--- src/rtl/mult_div_unit_pkg.sv ---
// Shared definitions for the multiply/divide unit (package mdu_pkg).
// The ALU control codes are the same ones ALUControl produces.
package mdu_pkg;

  localparam logic [3:0] ALU_CTRL_MULT = 4'b0101;
  localparam logic [3:0] ALU_CTRL_DIV  = 4'b1011;

  typedef enum logic [1:0] {
    IDLE = 2'd0,
    MUL  = 2'd1,
    DIV  = 2'd2,
    FIN  = 2'd3
  } mdu_state_e;

endpackage

--- src/rtl/mult_div_unit_if.sv ---
// Request/result bundle between the pipeline (master) and the multiply/divide unit (slave).
interface mult_div_unit_if #(parameter int WIDTH = 32);

  logic [3:0]       alu_control;
  logic             start;
  logic [WIDTH-1:0] op_a;
  logic [WIDTH-1:0] op_b;
  logic             busy;
  logic             done;
  logic [WIDTH-1:0] hi;
  logic [WIDTH-1:0] lo;
  logic             div_by_zero;

  modport master (
    output alu_control, start, op_a, op_b,
    input  busy, done, hi, lo, div_by_zero
  );

  modport slave (
    input  alu_control, start, op_a, op_b,
    output busy, done, hi, lo, div_by_zero
  );

endinterface

--- src/rtl/mdu_div_step.sv ---
// One restoring-division step: shift the next dividend bit into the partial
// remainder and subtract the divisor when it fits.
module mdu_div_step #(
  parameter int WIDTH = 32
) (
  input  logic [WIDTH-1:0] rem_in,
  input  logic [WIDTH-1:0] divisor,
  input  logic             dividend_bit,
  output logic [WIDTH-1:0] rem_out,
  output logic             q_bit
);

  logic [WIDTH:0] shifted_s;
  logic [WIDTH:0] diff_s;

  // Trial subtraction; restore (keep the shifted value) when it would go negative.
  always_comb begin
    shifted_s = {rem_in, dividend_bit};
    diff_s    = shifted_s - {1'b0, divisor};
    if (shifted_s >= {1'b0, divisor}) begin
      rem_out = diff_s[WIDTH-1:0];
      q_bit   = 1'b1;
    end else begin
      rem_out = shifted_s[WIDTH-1:0];
      q_bit   = 1'b0;
    end
  end

endmodule

--- src/rtl/mult_div_unit.sv ---
// Multi-cycle multiply/divide unit producing a HI/LO result pair.
// Optional feature macro: MDU_SIGNED_EN (two's complement operands/results).
// Accumulator layout: mult {partial product, remaining multiplier bits};
// div {partial remainder, dividend bits shifting out / quotient bits shifting in}.
module mult_div_unit
  import mdu_pkg::*;
#(
  parameter int WIDTH = 32
) (
  input logic            clk,
  input logic            rst_n,
  mult_div_unit_if.slave bus
);

  localparam int CW = $clog2(WIDTH + 1);
  localparam logic [CW-1:0] CNT_INIT = CW'(WIDTH);

  mdu_state_e         state_r;
  logic [CW-1:0]      cnt_r;
  logic [2*WIDTH-1:0] acc_r;
  logic [WIDTH-1:0]   opnd_r;
  logic               dz_r;
  logic               busy_r;
  logic               done_r;
  logic               dbz_r;
  logic [WIDTH-1:0]   hi_r;
  logic [WIDTH-1:0]   lo_r;
`ifdef MDU_SIGNED_EN
  logic               neg_q_r;
  logic               neg_r_r;
`endif

  logic               is_mult_s;
  logic               is_div_s;
  logic               accept_s;
  logic [WIDTH-1:0]   mag_a_s;
  logic [WIDTH-1:0]   mag_b_s;
  logic [WIDTH:0]     add_s;
  logic [WIDTH-1:0]   rem_next_s;
  logic               q_bit_s;
  logic [WIDTH-1:0]   fin_hi_s;
  logic [WIDTH-1:0]   fin_lo_s;

  // Decode the request and form operand magnitudes for the iteration datapath.
  always_comb begin
    is_mult_s = (bus.alu_control == ALU_CTRL_MULT);
    is_div_s  = (bus.alu_control == ALU_CTRL_DIV);
    accept_s  = (state_r == IDLE) && bus.start && (is_mult_s || is_div_s);
`ifdef MDU_SIGNED_EN
    if (bus.op_a[WIDTH-1]) begin
      mag_a_s = ~bus.op_a + 1'b1;
    end else begin
      mag_a_s = bus.op_a;
    end
    if (bus.op_b[WIDTH-1]) begin
      mag_b_s = ~bus.op_b + 1'b1;
    end else begin
      mag_b_s = bus.op_b;
    end
`else
    mag_a_s = bus.op_a;
    mag_b_s = bus.op_b;
`endif
  end

  // Shift-add step: add the multiplicand into the upper half when the current multiplier bit is set.
  always_comb begin
    if (acc_r[0]) begin
      add_s = {1'b0, acc_r[2*WIDTH-1:WIDTH]} + {1'b0, opnd_r};
    end else begin
      add_s = {1'b0, acc_r[2*WIDTH-1:WIDTH]};
    end
  end

  mdu_div_step #(.WIDTH(WIDTH)) u_div_step (
    .rem_in      (acc_r[2*WIDTH-1:WIDTH]),
    .divisor     (opnd_r),
    .dividend_bit(acc_r[WIDTH-1]),
    .rem_out     (rem_next_s),
    .q_bit       (q_bit_s)
  );

  // Final HI/LO values written on the edge entering FIN (sign fix-up when enabled).
  always_comb begin
    fin_hi_s = acc_r[2*WIDTH-1:WIDTH];
    fin_lo_s = acc_r[WIDTH-1:0];
`ifdef MDU_SIGNED_EN
    if (!dz_r && (state_r == MUL) && neg_q_r) begin
      {fin_hi_s, fin_lo_s} = ~acc_r + 1'b1;
    end else if (!dz_r && (state_r == DIV)) begin
      if (neg_q_r) begin
        fin_lo_s = ~acc_r[WIDTH-1:0] + 1'b1;
      end else begin
        fin_lo_s = acc_r[WIDTH-1:0];
      end
      if (neg_r_r) begin
        fin_hi_s = ~acc_r[2*WIDTH-1:WIDTH] + 1'b1;
      end else begin
        fin_hi_s = acc_r[2*WIDTH-1:WIDTH];
      end
    end else begin
      fin_hi_s = acc_r[2*WIDTH-1:WIDTH];
      fin_lo_s = acc_r[WIDTH-1:0];
    end
`endif
  end

  // Control FSM with iteration counter, accumulator and registered outputs.
  always_ff @(posedge clk or negedge rst_n) begin
    if (!rst_n) begin
      state_r <= IDLE;
      cnt_r   <= {CW{1'b0}};
      acc_r   <= {(2*WIDTH){1'b0}};
      opnd_r  <= {WIDTH{1'b0}};
      dz_r    <= 1'b0;
      busy_r  <= 1'b0;
      done_r  <= 1'b0;
      dbz_r   <= 1'b0;
      hi_r    <= {WIDTH{1'b0}};
      lo_r    <= {WIDTH{1'b0}};
`ifdef MDU_SIGNED_EN
      neg_q_r <= 1'b0;
      neg_r_r <= 1'b0;
`endif
    end else begin
      done_r <= 1'b0;
      case (state_r)
        IDLE: begin
          if (accept_s) begin
            busy_r <= 1'b1;
            dbz_r  <= 1'b0;
            cnt_r  <= CNT_INIT;
`ifdef MDU_SIGNED_EN
            neg_q_r <= bus.op_a[WIDTH-1] ^ bus.op_b[WIDTH-1];
            neg_r_r <= bus.op_a[WIDTH-1];
`endif
            if (is_mult_s) begin
              state_r <= MUL;
              acc_r   <= {{WIDTH{1'b0}}, mag_b_s};
              opnd_r  <= mag_a_s;
              dz_r    <= 1'b0;
            end else if (bus.op_b == {WIDTH{1'b0}}) begin
              // Divide by zero: result preloaded, FIN follows on the next edge.
              state_r <= DIV;
              acc_r   <= {bus.op_a, {WIDTH{1'b1}}};
              opnd_r  <= {WIDTH{1'b0}};
              dz_r    <= 1'b1;
            end else begin
              state_r <= DIV;
              acc_r   <= {{WIDTH{1'b0}}, mag_a_s};
              opnd_r  <= mag_b_s;
              dz_r    <= 1'b0;
            end
          end else begin
            state_r <= IDLE;
          end
        end
        MUL: begin
          if (cnt_r == {CW{1'b0}}) begin
            state_r <= FIN;
            hi_r    <= fin_hi_s;
            lo_r    <= fin_lo_s;
            dbz_r   <= 1'b0;
            done_r  <= 1'b1;
          end else begin
            acc_r <= {add_s, acc_r[WIDTH-1:1]};
            cnt_r <= cnt_r - 1'b1;
          end
        end
        DIV: begin
          if (dz_r || (cnt_r == {CW{1'b0}})) begin
            state_r <= FIN;
            hi_r    <= fin_hi_s;
            lo_r    <= fin_lo_s;
            dbz_r   <= dz_r;
            done_r  <= 1'b1;
          end else begin
            acc_r <= {rem_next_s, acc_r[WIDTH-2:0], q_bit_s};
            cnt_r <= cnt_r - 1'b1;
          end
        end
        FIN: begin
          state_r <= IDLE;
          busy_r  <= 1'b0;
        end
        default: begin
          state_r <= IDLE;
          busy_r  <= 1'b0;
        end
      endcase
    end
  end

  assign bus.busy        = busy_r;
  assign bus.done        = done_r;
  assign bus.hi          = hi_r;
  assign bus.lo          = lo_r;
  assign bus.div_by_zero = dbz_r;

endmodule

--- src/flat_wrapper.sv ---
// flat-port wrapper written by rule: the top's interface ports become plain ports
module mult_div_unit_flat import mdu_pkg::*;
#(
  parameter int WIDTH = 32
)
  (clk, rst_n, bus_alu_control, bus_start, bus_op_a, bus_op_b, bus_busy, bus_done, bus_hi, bus_lo, bus_div_by_zero);
  mult_div_unit_if #(.WIDTH(WIDTH)) bus_i ();
  input logic clk;
  input logic rst_n;
  input wire logic [$bits(bus_i.alu_control)-1:0] bus_alu_control;
  input wire logic [$bits(bus_i.start)-1:0] bus_start;
  input wire logic [$bits(bus_i.op_a)-1:0] bus_op_a;
  input wire logic [$bits(bus_i.op_b)-1:0] bus_op_b;
  output wire logic [$bits(bus_i.busy)-1:0] bus_busy;
  output wire logic [$bits(bus_i.done)-1:0] bus_done;
  output wire logic [$bits(bus_i.hi)-1:0] bus_hi;
  output wire logic [$bits(bus_i.lo)-1:0] bus_lo;
  output wire logic [$bits(bus_i.div_by_zero)-1:0] bus_div_by_zero;
  assign bus_i.alu_control = bus_alu_control;
  assign bus_i.start = bus_start;
  assign bus_i.op_a = bus_op_a;
  assign bus_i.op_b = bus_op_b;
  assign bus_busy = bus_i.busy;
  assign bus_done = bus_i.done;
  assign bus_hi = bus_i.hi;
  assign bus_lo = bus_i.lo;
  assign bus_div_by_zero = bus_i.div_by_zero;
  mult_div_unit #(.WIDTH(WIDTH)) u_core (.clk(clk), .rst_n(rst_n), .bus(bus_i));
endmodule
--- config.mk ---
export PLATFORM = sky130hd
export DESIGN_NAME = mult_div_unit_flat
export DESIGN_NICKNAME = d
export VERILOG_FILES = /design/src/rtl/mult_div_unit_pkg.sv /design/src/rtl/mult_div_unit_if.sv /design/src/rtl/mdu_div_step.sv /design/src/rtl/mult_div_unit.sv /design/src/flat_wrapper.sv
export SDC_FILE = /design/constraint.sdc
export NUM_CORES = 1
export LEC_CHECK = 0
export ABC_AREA = 1
export CAP_MARGIN = 15
export CORE_ASPECT_RATIO = 1.75
export CORE_MARGIN = 1
export CORE_UTILIZATION = 54
export DETAILED_ROUTE_END_ITERATION = 10
export PLACE_DENSITY_LB_ADDON = 0.1
export SLEW_MARGIN = 20
export SYNTH_ARGS = -nofsm -noshare
export SYNTH_HDL_FRONTEND = slang
export SYNTH_HIERARCHICAL = 1
export SYNTH_SLANG_ARGS = --single-unit
--- constraint.sdc ---
create_clock -name clk -period 2.5 [get_ports clk]
set_clock_uncertainty 0.15 [all_clocks]
set_input_delay 0.75 -clock clk [delete_from_list [all_inputs] [get_ports clk]]
set_output_delay 0.75 -clock clk [all_outputs]
set_load 0.02 [all_outputs]
* Word-level counts from Yosys, hierarchy flattened
Index checks and enable logic that the tools add are counted.
** Storage, ports and cells
- Flip-flop bits (word level) :: 172
- Word-level logic and storage cells :: 77
- Bits of input ports :: 71
- Output and inout bits :: 67
** Cells by class
- Reduce and logical (&&, ||, !) cells :: 16
- $add $sub $neg :: 3
- Multiplexer cells :: 37
- $lt $le $gt $ge :: 1
- Equal/unequal tests :: 10
** Operators with widths (count)
- 64-bit two-way mux :: 5
- 32-bit two-way mux :: 7
- 64-bit case mux with 3 select lines :: 1
- 32-bit case mux with 2 select lines :: 2
- 32-bit by 32-bit adder with 33-bit output :: 1
- 33-bit by 32-bit greater-or-equal comparator with 1-bit output :: 1
- 33-bit two-way mux :: 1
- 32-bit zero test :: 1
- 32-bit subtractor :: 1
- 6-bit two-way mux :: 3
- 6-bit case mux with 3 select lines :: 1
- 1-bit two-way mux :: 9
- 2-bit two-way mux :: 4
- 2-bit case mux with 4 select lines :: 1
- 4-bit AND reduction :: 2
- 6-bit zero test :: 1
- 2-bit by 1-bit inequality test with 1-bit output (second input constant) :: 3
- 2-bit AND reduction :: 3
- 6-bit by 1-bit subtractor with 6-bit output (second input constant) :: 1
- 2-bit == test (second input constant) :: 2
- 4-bit by 3-bit == test with 1-bit output (second input constant) :: 1
- 4-bit == test (second input constant) :: 1
- 2-bit inequality test (second input constant) :: 2
- 1-bit case mux with 2 select lines :: 2
- other kinds (8) :: 11

* Depth between registers and ports, before layout
Gate-level depths: netlist of the first run.
- Depth in word-level cells :: 5
- Depth in mapped cells :: 20
- Mapped depth without buffers :: 18

* Modules after synthesis
Netlist of the first run, hierarchy kept.
** By module, submodules not included
- mult_div_unit :: times used 1, area an instance 11248.3 µm², cells an instance 1666, sequential area each 4304.1 µm²
- mdu_div_step :: times used 1, area an instance 3160.5 µm², cells an instance 647, sequential area each 0.0 µm²

* Worst setup path before layout of the first run
OpenSTA, ideal clock, no wires.
- Path kind :: reg2reg
- From :: register u_core.acc_r[33]
- To :: register u_core.acc_r[51]
- Required time :: 2.224 ns
- Library setup time :: 0.126 ns
- Stages on the path, launching flop included :: 20
- Path slack :: 0.215 ns
- Path buffers :: 2
- Clock period less this slack :: 2.285 ns
- Arrival :: 2.009 ns
- Cell sequence :: dfrtp_1 -> ha_1 -> buf_2 -> nand2_1 -> nand2_1 -> nand2_1 -> nand2_1 -> nand2_1 -> nand3_2 -> nand2_2 -> nand2_2 -> nand2_4 -> nand2_8 -> buf_12 -> nand3_2 -> nand2_1 -> a21oi_1 -> nand2_1 -> nand2_1 -> o21ai_0
** On the way
- Word-level cells in the longest chain between the ends :: 4
- Elaborated cells between the ends (all ways) :: 8
- Classes of those cells :: add/sub (2); order compare (1); mux (5)
** Ends and longest elaborated chain
- from (decl) :: line mult_div_unit.sv:20 : logic [2*WIDTH-1:0] acc_r;
- from (signal assigned) :: line mult_div_unit.sv:113 : acc_r <= {(2*WIDTH){1'b0}};
- from (signal assigned) :: line mult_div_unit.sv:139 : acc_r <= {{WIDTH{1'b0}}, mag_b_s};
- from (signal assigned) :: line mult_div_unit.sv:145 : acc_r <= {bus.op_a, {WIDTH{1'b1}}};
- 32-bit subtractor / 33-bit by 32-bit greater-or-equal comparator with 1-bit output (equally long branches) :: line mdu_div_step.sv:19, mdu_div_step.sv:20
- 32-bit two-way mux * :: line mdu_div_step.sv:20 : if (shifted_s >= {1'b0, divisor}) begin
- via u_core.rem_next_s[19] :: line mult_div_unit.sv:39 : logic [WIDTH-1:0] rem_next_s;
- 64-bit two-way mux * :: line mult_div_unit.sv:171 : if (dz_r || (cnt_r == {CW{1'b0}})) begin
- 64-bit case mux with 3 select lines * :: line mult_div_unit.sv:127 : case (state_r)
The timed path passes the listed nets; every way through them passes the cells marked *. The select of a mux whose other input is x is not followed.
A chain may end at the register's enable or synchronous reset.

* Worst setup path in the final report of the first run
- From :: register u_core.acc_r[33]
- To :: register u_core.acc_r[49]
The elaborated chain is that of the path after synthesis.

==> out/qor.csv, run 1 <==
stage,metric,value,unit
sta,Tcrit/Tclk final,105,%
clock_network,worst skew pair latency,0.46,ns
clock_network,CTS Buffer Depth,2,
routing,initial DRC count,1661,
worst_setup_path,Reg2Reg Depth,19,
placed_design,routability-driven placement congestion ratio,1.01,
worst_setup_path,Critical Path AT,2.82,ns
logic_synthesis,"Warnings, synthesis",6,
clock_network,"CTS clk-pin slew, worst paths",0.07,ns
logic_synthesis,mux cell area share after synthesis,0.0782,%
logic_synthesis,synthesized-area fraction occupied by and/or/nand/nor cells,32.7,%
cells_and_area,fin nets,2817,
routing,DR DRC count,0,
cells_and_area,multi-input logic area,0.00931,mm^2
floorplan,core box area,0.0261,mm^2
sta,RSZ-0062 raised after global routing,true,
power_and_ir_drop,maximum vdd drop,0.903,mV
worst_setup_path,critical path type,flop to flop,
floorplan,initial core utilization,55.3,%
floorplan,full die area,0.0274,mm^2
logic_synthesis,Synth async-reset ratio,100,%
global_route,GRT Max-Usage Layer,met2,
clock_network,Root Driver,clkbuf_16,
sta,Slew @ Worst Pin,0.719,ns
cells_and_area,share of cells above drive strength 1,21.9,%
hold_path,hold crit path type,primary input to asynchronous set/reset pin,
global_route,vias in the first global route,16800,
global_route,antenna violations before repair,0,
cells_and_area,# diodes,0,
clock_network,H-tree depth,4,
routing,WL final,57900,um
logic_synthesis,Synth Cell Area,0.0144,mm^2
placed_design,Setup WS pre-CTS,-0.429,ns
sta,fin. max-slew vios,0,
logic_synthesis,synthesized area per cell,6.23,um^2
logic_synthesis,"Seq/Total Area, Yosys",29.9,%
status,failing checks,negative setup slack,
global_route,met2 Use GR,70.0,%
logic_synthesis,Main synth FF type,dfrtp_1,
worst_setup_path,maximum fanout along the worst path,8,
logic_synthesis,Mapped Cells,2313,
placed_design,HPWL Detailed,42700,um
sta,fmax,381,MHz
logic_synthesis,top-area cell type share of the netlist area,29.9,%
routing,DR pass1 iterations,10,
sta,final setup fails,31,
global_route,largest net degree at the start of global routing,83,
global_route,GR Util met3,5.68,%
logic_synthesis,post-synthesis compound-gate area fraction,16.5,%
worst_setup_path,CP Capture Type,flop,
sta,min cycle time layout,2.63,ns
worst_setup_path,startpoint types,flop,
clock_network,CTS Sinks,172,
worst_setup_path,R2R Path End,u_core/acc_r[49],
worst_setup_path,worst path cell trace,ha_4 > nand2_1 > nand2_1 > nand2_1 > nand2_1 > nand2_1 > nand3_2 > nand2_2 > nand2_2 > nand2_4 > nand2_8 > buf_8 > buf_6 > nand3_4 > nand2_2 > a21oi_2 > nand2_1 > nand2_1 > nand2_1,
routing,total number of vias,17300,
clock_network,TritonCTS Buffers,17,
floorplan,Die H,218,um
sta,count of final hold-check violations,0,
logic_synthesis,top cell type by total area after synthesis,dfrtp_1,
floorplan,Die W,125,um
global_route,global-route wire length before repair,86100,um
worst_setup_path,RR Startpoint,u_core/acc_r[33],
global_route,total track usage,41.1,%
logic_synthesis,synth top area cells,"dfrtp_1 (30%), nand2_1 (20%), inv_1 (9.5%), a21oi_1 (6.2%), ha_1 (6.1%)",
logic_synthesis,Synthesized Nets,2456,
floorplan,I/O pin cnt,138,
worst_setup_path,Slowest cell on crit path,dfrtp_1,
power_and_ir_drop,Pleak,10.5,nW
cells_and_area,register area,0.00431,mm^2
flow_run,Max Cap Violations,0,
logic_synthesis,"flops & latches, synth",172,
routing,Post-DRT Antenna Nets,0,
sta,Slew headroom,52.1,%
logic_synthesis,largest family of logic cells by synthesized area,simple AND/OR/NAND/NOR gates,
sta,Setup WS post-layout,-0.126,ns
logic_synthesis,most numerous cell in the Yosys netlist,nand2_1,
placed_design,Port Buffers,137,
routing,DR vias/cell,5.74,
cells_and_area,P&R area growth vs syn,38.8,%
cells_and_area,fill count,2010,
status,status,finished with violations,
cells_and_area,final core occ,76.8,%
logic_synthesis,"EDFF count, synth",0,
logic_synthesis,"top cells by count, synth","nand2_1 (775), inv_1 (364), a21oi_1 (178)",
floorplan,Rows,78,
routing,drt wl/cell,19.3,um
global_route,GRT Residual Overflow,0,
worst_setup_path,crit-path most repeated cell,nand2_1,
worst_setup_path,"CP delay by family, top",simple AND/OR/NAND/NOR gates,
power_and_ir_drop,Pwr Density,796,mW/mm^2
global_route,met1 Resource Use GR,47.2,%
worst_setup_path,CP peak stage delay,0.43,ns
logic_synthesis,Synth cell types,44,
clock_network,cts hold-fix bufs,0,
logic_synthesis,xor/xnor share of the synthesized area,1.70,%
worst_setup_path,CP Data Required Time,2.69,ns
worst_setup_path,Buf/Inv on CP,2,
power_and_ir_drop,Tot Pwr,0.0159,W
clock_network,TritonCTS clock tree,built,
logic_synthesis,Synth Area in Adders,6.36,%
worst_setup_path,reg2reg setup slack,-0.13,ns
## layer usage
metal	vias to the layer above	share of wire, %
met4	0	8.1
li1	8072	-
met5	-	0
met3	283	8.3
met2	987	48
met1	7931	35
## flip-flops by register name (all words and copies together), names as in the netlist
signal and flops:
u_core/bus.hi 32, u_core/bus.lo 32, u_core/bus.done 1, u_core/bus.busy 1
u_core/dz_r 1, u_core/bus.div_by_zero 1, u_core/cnt_r 6, u_core/opnd_r 32
u_core/state_r 2, u_core/acc_r 64
## kinds of logic (layout without fill, tap and decap cells)
logic type,Yosys count,in the layout
buffers and inverters,464,837
and+or+nand+nor,1138,1139
adders and majority gates,72,72
xor gates and xnor gates,28,28
AOI/OAI and AO/OA,438,438
muxes,1,1
DFF,172,172
## per-stage QoR
stage	hold slack (ns)	instances	instance area (um^2)	setup TNS [ns]
CTS	0.0143	2985	19200	-1.55
floorplan	0.304	2313	14400	0
global route	0.0323	3007	20000	-5.90
detailed placement	0.326	2949	18000	-25.96
global placement	0.316	2949	18000	-20.16
finish	0.0148	3007	20000	-1.66
## cells in the final DEF (no fill, tap or decap), types with 9 or more instances in the layout
cell             count
nand2_1            700
inv_1              335
buf_4              263
dfrtp_1            168
a21oi_1            157
o21ai_0            154
nor2_1             148
clkdlybuf4s50_1    128
nand3_1             91
nand2_2             68
ha_1                35
o22ai_1             32
o21ai_1             32
inv_2               31
ha_4                31
xor2_1              26
nor2_2              25
nand3_2             25
clkbuf_16           20
a21oi_2             19
buf_12              18
a221oi_1            17
nand2_4             15
o221ai_1            15
buf_6               14
nand3b_1            12
nor2_4               9
nor3_1               9
nand4_1              9
## report_power, final
part	total [W]	switching (W)	internal (W)
sequential	0.00416	0.000588	0.00357
combinational	0.00894	0.00519	0.00375
clock	0.00281	0.00118	0.00163
## final cells by class
type | count | share of cell area, %
clock buffers | 20 | 2.28
well taps | 320 | 2.00
inverters | 368 | 6.94
clock inverters | 12 | 0.801
repair buffers | 436 | 19.9
flip-flops and latches | 172 | 21.5
repair inverters | 1 | 0.0250
multi-input cells | 1678 | 46.5
## what timing repair did
action	CTS	global route
resized for setup	113	177
setup endpoints to repair	33	45
setup buffers	5	17
cloned	0	6
pin swaps	26	61
## worst max path at each step
stage	start	endpoint	cells past startpoint
final	u_core/acc_r[33]	u_core/acc_r[49]	19
after detailed placement	bus_op_b[31]	u_core/acc_r[42]	11
after global routing	u_core/opnd_r[3]	u_core/acc_r[49]	20
after floorplan	u_core/acc_r[33]	u_core/acc_r[51]	19
after CTS	u_core/opnd_r[27]	u_core/acc_r[35]	18
after global placement	bus_op_b[17]	u_core/acc_r[40]	9
Note: power is estimated with default switching activity, not from simulation.
==> run 2: changes to the inputs <==
ABC_AREA = 0   (was 1)
CORE_UTILIZATION = 53   (was 54)
==> run 2 against run 1 <==
The flow still finishes with violations (negative setup slack); via count shrank 18%; routed wire length shrank 4.9%; final cell count shrank 27%; setup slack lost 1.1 ns; synthesized cell count shrank 40%; first-iteration DRC count shrank 20%; clock-buffer cell count shrank 3; die area shrank 8.8%; critical endpoint is now u_core/acc_r[60]; largest cell class unchanged.
==> out/qor.csv, run 2 <==
stage,metric,value,unit,change
global_route,vias in the first global route,13900,,-17%
cells_and_area,most frequent cells in the layout,"buf_4 (376), dfrtp_1 (172), nand2_1 (124)",,
sta,Hold Slack,0.0167,ns,+0.00185 ns
sta,setup TNS,-35.87,ns,-34.21 ns
logic_synthesis,"flops & latches, synth",172,,unchanged
worst_setup_path,reg2reg setup slack,-1.23,ns,-1.11 ns
clock_network,TritonCTS Buffers,17,,unchanged
logic_synthesis,top cell type by total area after synthesis,dfrtp_1,,
status,failing checks,negative setup slack,,
clock_network,H-tree depth,4,,unchanged
cells_and_area,fill count,1429,,-29%
clock_network,CTS Sinks,172,,unchanged
cells_and_area,register bank with the most flops,u_core/acc_r,,
sta,final setup fails,58,,+87%
routing,drt wl/cell,25.2,um,+31%
logic_synthesis,Mapped Cells,1381,,-40%
logic_synthesis,synth top area cells,"dfrtp_1 (33%), mux2_2 (8.4%), ha_1 (6.8%), mux2i_1 (5.4%), a221oi_1 (4.2%)",,
logic_synthesis,Main synth FF type,dfrtp_1,,
routing,WL final,55100,um,-4.9%
worst_setup_path,worst path cell trace,inv_2 > ha_4 > fa_2 > nor2b_2 > o31a_1 > o211ai_1 > o2111ai_2 > a31o_2 > a21oi_2 > xnor2_1 > mux2_4 > a221o_1 > o21ai_1 > o21ai_1 > a31o_2,,
cells_and_area,P&R area growth vs syn,51.3,%,
global_route,antenna violations before repair,0,,unchanged
worst_setup_path,critical path type,flop to flop,,
cells_and_area,"leading cell type in the layout, fill and taps excluded",buf_4,,
floorplan,Die W,120,um,-4.5%
worst_setup_path,Slowest cell on crit path,o211ai_1,,
placed_design,Port Buffers,137,,unchanged
sta,Tcrit/Tclk final,149,%,+44 points
sta,RSZ-0062 raised after global routing,true,,
sta,Slew @ Worst Pin,0.654,ns,-0.0643 ns
cells_and_area,"Design Area, Final",0.0195,mm^2,-2.6%
cells_and_area,max reg flops,64,,unchanged
cells_and_area,fin nets,2008,,-29%
routing,Post-DRT Antenna Nets,0,,unchanged
logic_synthesis,"EDFF count, synth",0,,unchanged
worst_setup_path,Critical Path AT,3.93,ns,+1.11 ns
cells_and_area,share of cells above drive strength 1,38.7,%,+17 points
worst_setup_path,maximum fanout along the worst path,3,,-5
flow_run,Max Cap Violations,0,,unchanged
floorplan,full die area,0.0249,mm^2,-8.8%
sta,Setup WS post-layout,-1.23,ns,-1.11 ns
sta,count of final hold-check violations,0,,unchanged
floorplan,Die H,208,um,-4.5%
worst_setup_path,CP peak stage delay,0.51,ns,+0.08 ns
sta,fmax,268,MHz,-30%
logic_synthesis,most numerous cell in the Yosys netlist,dfrtp_1,,
routing,DR pass1 iterations,8,,-2
floorplan,Rows,75,,-3.8%
routing,DR vias/cell,6.48,,+13%
worst_setup_path,startpoint types,flop,,
placed_design,HPWL Detailed,35500,um,-17%
sta,min cycle time layout,3.73,ns,+1.11 ns
floorplan,I/O pin cnt,138,,unchanged
clock_network,cts hold-fix bufs,0,,unchanged
sta,Slew headroom,55.9,%,+3.8 points
clock_network,Root Driver,clkbuf_16,,
clock_network,CTS Buffer Depth,2,,unchanged
worst_setup_path,CP Capture Type,flop,,
status,status,finished with violations,,
routing,DR DRC count,0,,unchanged
sta,fin. max-slew vios,0,,unchanged
placed_design,Setup WS pre-CTS,-1.28,ns,-0.850 ns
hold_path,hold crit path type,primary input to asynchronous set/reset pin,,
clock_network,"CTS clk-pin slew, worst paths",0.08,ns,about the same
logic_synthesis,top-area cell type share of the netlist area,33.4,%,+3.6 points
logic_synthesis,Synth cell types,83,,+89%
placed_design,routability-driven placement congestion ratio,0.964,,-4.8%
logic_synthesis,Synth Cell Area,0.0129,mm^2,-11%
global_route,largest net degree at the start of global routing,65,,-22%
floorplan,core box area,0.0239,mm^2,-8.2%
cells_and_area,# diodes,0,,unchanged
logic_synthesis,"Warnings, synthesis",6,,unchanged
global_route,global-route wire length before repair,75400,um,-12%
logic_synthesis,synthesized area per cell,9.32,um^2,+50%
floorplan,initial core utilization,53.8,%,-1.5 points
placed_design,Post-DP Area,0.0173,mm^2,-4.0%
global_route,total track usage,39.5,%,-1.6 points
logic_synthesis,Synth async-reset ratio,100,%,unchanged
logic_synthesis,"Seq/Total Area, Yosys",33.4,%,+3.6 points
clock_network,worst skew pair latency,0.46,ns,about the same
routing,initial DRC count,1331,,-20%
global_route,GRT Residual Overflow,0,,unchanged
worst_setup_path,CP Data Required Time,2.69,ns,about the same
routing,total number of vias,14200,,-18%
logic_synthesis,Synthesized Nets,1524,,-38%
clock_network,TritonCTS clock tree,built,,
logic_synthesis,"top cells by count, synth","dfrtp_1 (172), nand2_1 (128), mux2_2 (96)",,
## run 2: cell types whose count changed in the layout (fill, tap and decap cells not counted), moves of 30 or more
cell	delta
nor2_1	-84
mux2i_1	+70
a21oi_1	-81
a221oi_2	+48
a21o_1	+54
buf_4	+113
nand2_1	-576
o21ai_0	-87
nand2_2	-65
a22oi_1	+30
nand3_1	-75
inv_1	-289
mux2_2	+83
## run 2: cell families (layout without fill, tap and decap cells)
logic type | count (synthesis) | after routing | share of synthesized area (%)
AOI/OAI and AO/OA | 441 | 443 | 24.2
and+or+nand+nor | 324 | 324 | 12.1
muxes | 175 | 175 | 14.9
DFF | 172 | 172 | 33.4
buffers and inverters | 152 | 647 | 5.21
adders and majority gates | 72 | 72 | 7.11
xor gates and xnor gates | 45 | 45 | 3.06
## run 2: layer usage
metal	vias to the layer above	track usage [%]	part of all wire, %
li1	6155	-	-
met1	6873	45.8	36
met2	848	69.1	48
met3	279	5.65	7.7
met4	0	21.6	8.3
met5	-	0	0
## run 2: per-stage QoR
stage	std cells	utilization [%]
final	2186	81.4
after global routing	2186	81.4
after CTS	2150	77.8
after detailed placement	2091	72.1
after global placement	2091	72.1
after floorplan	1381	-
## run 2: cell type report
cell class / instances / area (um^2) / area share (%)
clock buffer: 17 / 425 / 2.18
clock inverter: 15 / 180 / 0.925
inverter: 57 / 221 / 1.14
multi-input combinational: 1059 / 8920 / 45.8
sequential: 172 / 4300 / 22.1
tap: 308 / 385 / 1.98
timing repair buffer: 558 / 5040 / 25.9
## run 2: path summary, 6_finish.rpt
| path | start | to | cells after the start |
|---|---|---|---|
| setup / recovery | u_core/acc_r[31] | u_core/acc_r[60] | 15 |
| hold / removal | rst_n | u_core/opnd_r[10] | 1 |
| setup reg to reg | u_core/acc_r[31] | u_core/acc_r[60] | 15 |
| hold reg to reg | u_core/bus.hi[26] | u_core/bus.hi[26] | 1 |
| max in group asynchronous | rst_n | u_core/acc_r[1] | 2 |
| min in group clk | u_core/bus.hi[26] | u_core/bus.hi[26] | 1 |
## run 2: worst max-delay path: cells and delay by family (launching register included)
kind            cells  cell delay [ns]
fa+ha+maj           2             0.37
simple gates        1             0.05
buf+inv             1             0.10
flops               1             0.43
xor+xnor            1             0.08
mux                 1             0.26
compound gates      9             2.18
## run 2: what timing repair did
action	in CTS	in global routing
cloned	2	11
buffers inserted	26	25
endpoints found under the setup margin	70	67
gates resized for setup	118	130
pin swaps	57	59
Power of run 2 is not shown: default switching activity piles up to over one toggle a cycle in this logic, so the estimate is an artifact.
